$ cat src/rtl/pht_update.sv
// Pattern history table with a pending-branch queue; resolves train 2-bit counters.
// Optional mispredict counter guarded by macro PHT_MISPRED_CNT_EN (default: absent, mp_cnt tied to 0).
module pht_update #(
    parameter int DEPTH = 4
) (
    input  logic        clk,
    input  logic        rst,
    input  logic        brnch,
    input  logic [3:0]  idx,
    input  logic        res_vld,
    input  logic        res_taken,
    output logic [15:0] pred_bits,
    output logic        mispred,
    output logic        ovf,
    output logic        udf,
    output logic [4:0]  pend_cnt,
    output logic [7:0]  mp_cnt
);

    localparam int PW = (DEPTH > 1) ? $clog2(DEPTH) : 1;

    logic [1:0]    ctr_q   [16];
    logic [1:0]    ctr_d   [16];
    logic [3:0]    qidx_q  [DEPTH];
    logic          qpred_q [DEPTH];
    logic [PW-1:0] head_q, tail_q;
    logic [4:0]    pend_cnt_q, pend_cnt_d;
    logic          mispred_q, mispred_d;
    logic          ovf_q, ovf_d;
    logic          udf_q, udf_d;

    logic          q_empty, q_full, pop, push;
    logic [3:0]    hidx;
    logic          hpred;

    always_comb begin
        q_empty    = (pend_cnt_q == 5'd0);
        q_full     = (pend_cnt_q == 5'(DEPTH));
        pop        = res_vld && !q_empty;
        // A full queue still accepts a push when the head leaves on the same edge.
        push       = brnch && (!q_full || pop);
        hidx       = qidx_q[head_q];
        hpred      = qpred_q[head_q];
        pend_cnt_d = pend_cnt_q + {4'd0, push} - {4'd0, pop};
        mispred_d  = pop && (hpred != res_taken);
        ovf_d      = brnch && !push;
        udf_d      = res_vld && q_empty;
        ctr_d      = ctr_q;
        if (pop) begin
            if (res_taken) begin
                if (ctr_q[hidx] != 2'b11) ctr_d[hidx] = ctr_q[hidx] + 2'd1;
            end else begin
                if (ctr_q[hidx] != 2'b00) ctr_d[hidx] = ctr_q[hidx] - 2'd1;
            end
        end
    end

    always_ff @(posedge clk or posedge rst) begin
        if (rst) begin
            for (int i = 0; i < 16; i++) ctr_q[i] <= 2'b01;
            for (int i = 0; i < DEPTH; i++) begin
                qidx_q[i]  <= 4'd0;
                qpred_q[i] <= 1'b0;
            end
            head_q     <= '0;
            tail_q     <= '0;
            pend_cnt_q <= 5'd0;
            mispred_q  <= 1'b0;
            ovf_q      <= 1'b0;
            udf_q      <= 1'b0;
        end else begin
            ctr_q <= ctr_d;
            if (push) begin
                // Pre-edge predict bit, even if this edge also trains ctr[idx].
                qidx_q[tail_q]  <= idx;
                qpred_q[tail_q] <= ctr_q[idx][1];
                tail_q          <= tail_q + 1'b1;
            end
            if (pop) head_q <= head_q + 1'b1;
            pend_cnt_q <= pend_cnt_d;
            mispred_q  <= mispred_d;
            ovf_q      <= ovf_d;
            udf_q      <= udf_d;
        end
    end

    for (genvar g = 0; g < 16; g++) begin : g_pred
        assign pred_bits[g] = ctr_q[g][1];
    end

    assign mispred  = mispred_q;
    assign ovf      = ovf_q;
    assign udf      = udf_q;
    assign pend_cnt = pend_cnt_q;

`ifdef PHT_MISPRED_CNT_EN
    logic [7:0] mp_cnt_q;

    always_ff @(posedge clk or posedge rst) begin
        if (rst) begin
            mp_cnt_q <= 8'h00;
        end else if (mispred_d && (mp_cnt_q != 8'hFF)) begin
            mp_cnt_q <= mp_cnt_q + 8'd1;
        end
    end

    assign mp_cnt = mp_cnt_q;
`else
    assign mp_cnt = 8'h00;
`endif

endmodule

$ cat config.mk
export PLATFORM = sky130hd
export DESIGN_NAME = pht_update
export DESIGN_NICKNAME = d
export VERILOG_FILES = /design/src/rtl/pht_update.sv
export SDC_FILE = /design/constraint.sdc
export NUM_CORES = 1
export LEC_CHECK = 0
export ABC_AREA = 1
export CAP_MARGIN = 20
export CORE_ASPECT_RATIO = 0.9
export CORE_MARGIN = 5
export CORE_UTILIZATION = 35
export CTS_BUF_LIST = sky130_fd_sc_hd__clkbuf_4 sky130_fd_sc_hd__clkbuf_8
export DETAILED_ROUTE_END_ITERATION = 7
export PLACE_DENSITY = 0.6
export REMOVE_ABC_BUFFERS = 1
export SYNTH_ARGS = -nofsm -noshare
export SYNTH_HDL_FRONTEND = slang
export SYNTH_SLANG_ARGS = --single-unit
export TNS_END_PERCENT = 50
$ cat constraint.sdc
create_clock -name clk -period 3.4 [get_ports clk]
set_input_delay 0.68 -clock clk [delete_from_list [all_inputs] [get_ports clk]]
set_output_delay 0.68 -clock clk [all_outputs]
set_load 0.01 [all_outputs]
* Word level (Yosys, flattened, before mapping) *
Index checks and enable logic that the tools add are counted.

word-level totals
  input bits = 9
  register bits after elaboration = 64

operators by class
  order comparisons = 6
  reductions and logical operators = 15
  equality and inequality tests = 4
  bitwise operators = 4
  mux-type cells = 25
  $add $sub $neg = 6

operators by type and width
  cell                                                        number
  2-to-1 mux 32 bit                                           3
  bitwise mux 32 bit                                          2
  binary-select mux 2 bit (select 4 bit)                      2
  bitwise mux 16 bit                                          1
  2-to-1 mux 4 bit                                            3
  greater-or-equal comparator 5 bit, second input constant    2
  2-to-1 mux 2 bit                                            5
  NOT 4 -> 5 bit                                              2
  binary-select mux 4 bit (select 2 bit)                      1
  demux 2 bit (select 4 bit)                                  1
  demux 4 bit (select 2 bit)                                  1
  logical AND 1 bit                                           7
  adder 2 x 1 -> 2 bit, second input constant                 3
  greater-or-equal comparator 3 bit, second input constant    2
  NOT 2 -> 3 bit                                              2
  adder 5 x 1 -> 5 bit                                        1
  equality test 5 x 3 -> 1 bit, second input constant         1
  zero test 5 bit                                             1
  less-than comparator 5 x 1 -> 1 bit, second input constant  1
  subtractor 5 x 1 -> 5 bit                                   1
  bitwise mux 4 bit                                           1
  nonzero test 2 bit                                          2
  zero test 1 bit                                             3
  less-than comparator 3 x 1 -> 1 bit, second input constant  1
  9 further kinds                                             11

* Longest topological paths before layout *
  word-level depth = 12
  gate-level depth with buffers = 24

* Least setup slack after synthesis *
Ideal clock, no wire load.

  path kind = reg2reg
  start = register head_q[0]
  end = register ctr_q (netlist bit pred_bits[14])
  setup slack = 0.754 ns
  arrival time = 2.510 ns
  stages on the path, launching flop included = 24
  library setup time = 0.135 ns
  clock period less this slack = 2.646 ns
  cell sequence = dfrtp_1 > buf_6 > inv_4 > nand2_2 > nand3_4 > nand2_2 > buf_6 > nand2_1 > nand2_1 > nand2_1 > nand2_1 > nand2_1 > nand2_2 > nor2_4 > buf_6 > inv_2 > ha_1 > mux2i_1 > and2_1 > inv_1 > nor3_2 > nand2_1 > nand2_1 > o21ai_1

on the way
  cells in the longest elaborated chain, start to end = 12
  elaborated cells between the ends (all ways) = 25
  classes of those cells = add/sub: 2; order compare: 2; eq/ne: 2; mux: 13; bitwise: 2; reduce/logical: 4

ends and longest elaborated chain
  element                                                                      RTL line  text
  start, declared                                                              26        logic [PW-1:0] head_q, tail_q;
  start signal, assigned                                                       79        if (pop) head_q <= head_q + 1'b1;
  NOT 2 -> 3 bit (implied by the code) (*)                                     42        hidx = qidx_q[head_q];
  binary-select mux 4 bit (select 2 bit) (*)                                   42
  2-to-1 mux 4 bit (implied by the code) (*) (2 in series)                     42
  NOT 4 -> 5 bit (implied by the code) (*)                                     51, 53
  binary-select mux 2 bit (select 4 bit) (tied with other cells)               51, 53
  2-to-1 mux 2 bit (implied by the code) or logical AND 1 bit (tied branches)  51, 53
  2-to-1 mux 2 bit (implied by the code)                                       51, 53
  subtractor 2 x 1 -> 2 bit (tied with other cells)                            53        if (ctr_q[hidx] != 2'b00) ctr_d[hidx] = ctr_q[hidx] - 2'd1;
  bitwise mux 32 bit, on equally long branches                                 53, 51
  2-to-1 mux 32 bit, on equally long branches                                  53, 51
  2-to-1 mux 32 bit                                                            50        if (res_taken) begin
  end signal, assigned                                                         72        ctr_q <= ctr_d;
  end, declared                                                                22        logic [1:0] ctr_q [16];

Every way passes the cells marked *; elsewhere a longest branch is shown, timed or not. The select of a mux whose other input is x is not followed.
A chain may end at the register's enable or synchronous reset.

* Final worst setup path *
  start = register head_q[0]
  end = register ctr_q (netlist bit pred_bits[6])

The elaborated chain is that of the path after synthesis.

==> reports/metrics.cfg <==
[critical_path]
cp_data_arrival_time_ns = 3.20
crit_top_cell = nand2_1
critPathCaptureType = flip-flop
cp_max_fo = 13
cp_slowest_cell = dfrtp_1
critical_path_class = flip-flop to flip-flop
path_delay_family = simple AND/OR/NAND/NOR gates
cp.required_ns = 3.63
r2r_cells = 18
worst-path-buf-inv = 4
worstPathCellList = buf_4 -> nand2_1 -> nand3_1 -> nand2_1 -> nand2_1 -> inv_1 -> nand2_1 -> nand2_2 -> nor2_4 -> inv_2 -> ha_1 -> mux2i_1 -> and2_1 -> inv_1 -> nor3_2 -> nand2_1 -> nand2_1 -> o21ai_1
slowest_delay_ns = 0.47
crit_cells = 18
cp-start-kind = flip-flop

[sta]
finalCriticalPeriod_ns = 2.965
min_period_over_period_pct = 87.22
drv_slew = 0
hold_violations = 0
finalSetupViolations = 0
worstMarginPinSlew_ns = 0.7228
rsz0062_at_grt = no
whs_ns = 0.4714
tns_ns = 0
clock.fmax_mhz = 337.2
slew_headroom_pct = 51.74
finClkSkew_ns = 0.01102
setup_slack_ns = 0.4346

[synthesis]
synth_common_cells = nand2_1, dfrtp_1, nor2_1
synth_top_family_by_area = simple AND/OR/NAND/NOR gates
synth_xor_area_share_pct = 1.645
yosys.area.top_type = dfrtp_1
synth_edf_count = 0
synth_fa_ha_area_share_pct = 4.567
yosys_warnings = 0
async_flop_share_pct = 100.0
synth_simple_gate_area_share_pct = 28.37
synth_seq_cells = 64
synth_compound_gate_area_share_pct = 9.537
ys_seq_area_share_pct = 43.52
netlist_area_mm2 = 0.003726
synth_top_area_share_pct = 32.24
synth.distinct_cells = 32
muxShareOfSynthArea_pct = 0.2686
avgSynthCellArea_um2 = 7.651
netlist_top_cells_area = dfrtp_1, nand2_1, dfstp_2, buf_4, nor2_1
synth_top_flop_cell = dfrtp_1
yosys.cell_count.top_type = nand2_1
postSynthCellCount = 487

[clock_network]
post-cts-setup-buffers = 0
clockBufferDepth = 2
cts_buffers = 9
clock_latency_ns = 0.35
cts-root-buf = clkbuf_8
clk_pin_slew_ns = 0.07
hold_buffers = 0
cts-resized-gates = 0
cts_sinks = 64
htreeDepth = 3
cts_tree = done

[global_routing]
grt_pass1_vias = 2947
grt_pass1_wl_mm = 15.47
grt-ovfl-total = 0
grt_max_degree = 35
antenna_found_initial = 0
grtUsageTotal_pct = 15.26

[flow_run]
cap_violations = 0

[cells_and_area]
syn_to_final_growth_pct = 13.57
utilization_pct = 40.94
diodes = 0
fin_nets = 528
seq_area_mm2 = 0.001623
final_area_mm2 = 0.004232
nFillCells = 1068
drive_gt1_share_pct = 10.96
layout.cells.non_filler = 640
multi_input_area_mm2 = 0.001692

[die]
die_h_um = 107.9
die_x_um = 118.8
fp.coreArea_mm2 = 0.01033
fp-row-count = 35
die-area_mm2 = 0.01281
start_util_pct = 36.05
ios = 41

[hold_path]
hold_path_class = flip-flop to flip-flop
whs_path_depth = 2

[placement]
place_congestion = 0.8879
hpwl_mm = 6.839
dp_cells = 624
portBuffers = 32
dp_slack_ns = 0.3572
placed_area_mm2 = 0.004016

[power_and_ir_drop]
peakVddDrop_v = 0.0003849
p_leak_nw = 2.026
finalPower_mw = 4.699
powerDensity_mw_per_mm2 = 1110

[drt]
drt_iter0_markers = 198
postRouteAntennaNets = 0
num_vias = 3096
drc_errors = 0
wl_per_cell_um = 14.46
viasPerCell = 4.838
wl_mm = 9.256
dr.pass1.iters = 5

[run_status]
status = finished clean

[where the power goes]
group	leakage (nW)	switching (mW)	internal [mW]
Sequential	0.753	0.323	1.17
Combinational	1.16	1.58	0.916
Clock	0.110	0.308	0.393
Total	2.03	2.21	2.48
[layout make-up]
type	instances	share of cell area (%)
Sequential cell	64	38.35
Timing Repair Buffer	37	8.752
Clock inverter	3	0.9462
Clock buffer	13	3.933
Multi-Input combinational cell	347	39.98
Tap cell	129	3.814
Inverter	47	4.228
[placed cells by master (no fill, tap or decap)]
cell	count
mux2i_1	1
fa_1	1
nand3_2	1
nand3_1	22
clkinv_1	3
dfstp_2	16
bufinv_16	1
xor2_1	7
buf_4	4
o21ai_1	13
nor2_4	1
inv_4	1
nor2_2	2
nand2_1	164
conb_1	8
buf_12	1
dfrtp_1	47
inv_1	39
clkinv_2	2
nor3_2	1
a21oi_1	11
clkbuf_8	11
inv_2	4
and2_1	1
clkbuf_4	2
nand4_1	5
or2_2	1
o21a_1	8
clkdlybuf4s50_1	32
o21ai_0	29
o211ai_1	4
nor2_1	48
nand2_4	1
nand3_4	2
nand2_2	4
dfrtp_2	1
ha_1	12
[worst register-to-register path: cells and delay by family (launching register included)]
kind            cells  cell delay, ns
simple gates       11            1.57
compound gates      1            0.06
mux                 1            0.11
flops               1            0.47
fa+ha+maj           1            0.19
buf+inv             4            0.46
[layer usage]
layer,share of wire (%),track usage [%],vias up
met4,1.7,5.211,0
met3,5.8,2.890,13
met5,0,0,-
met1,47,21.01,1455
met2,46,24.10,91
li1,-,-,1537
[logic make-up (layout without fill, tap and decap cells)]
group           Yosys count  in the layout
fa+ha+maj                13             13
compound gates           65             65
flops                    64             64
xor+xnor                  7              7
other cells               1              8
mux                       1              1
buf+inv                  83            100
simple gates            253            253
[final timing paths]
kind,from,to,slack (ns)
setup / recovery,head_q[0],pred_bits[6],0.43
hold / removal,flip-flop,flip-flop,0.47
max in group asynchronous,rst,async pin,1.93
min in group asynchronous,rst,pend_cnt[2],0.76
hold reg to reg,flip-flop,flip-flop,0.47
setup reg to reg,head_q[0],pred_bits[6],0.43
No activity file was read; power rests on OpenSTA's default activity.
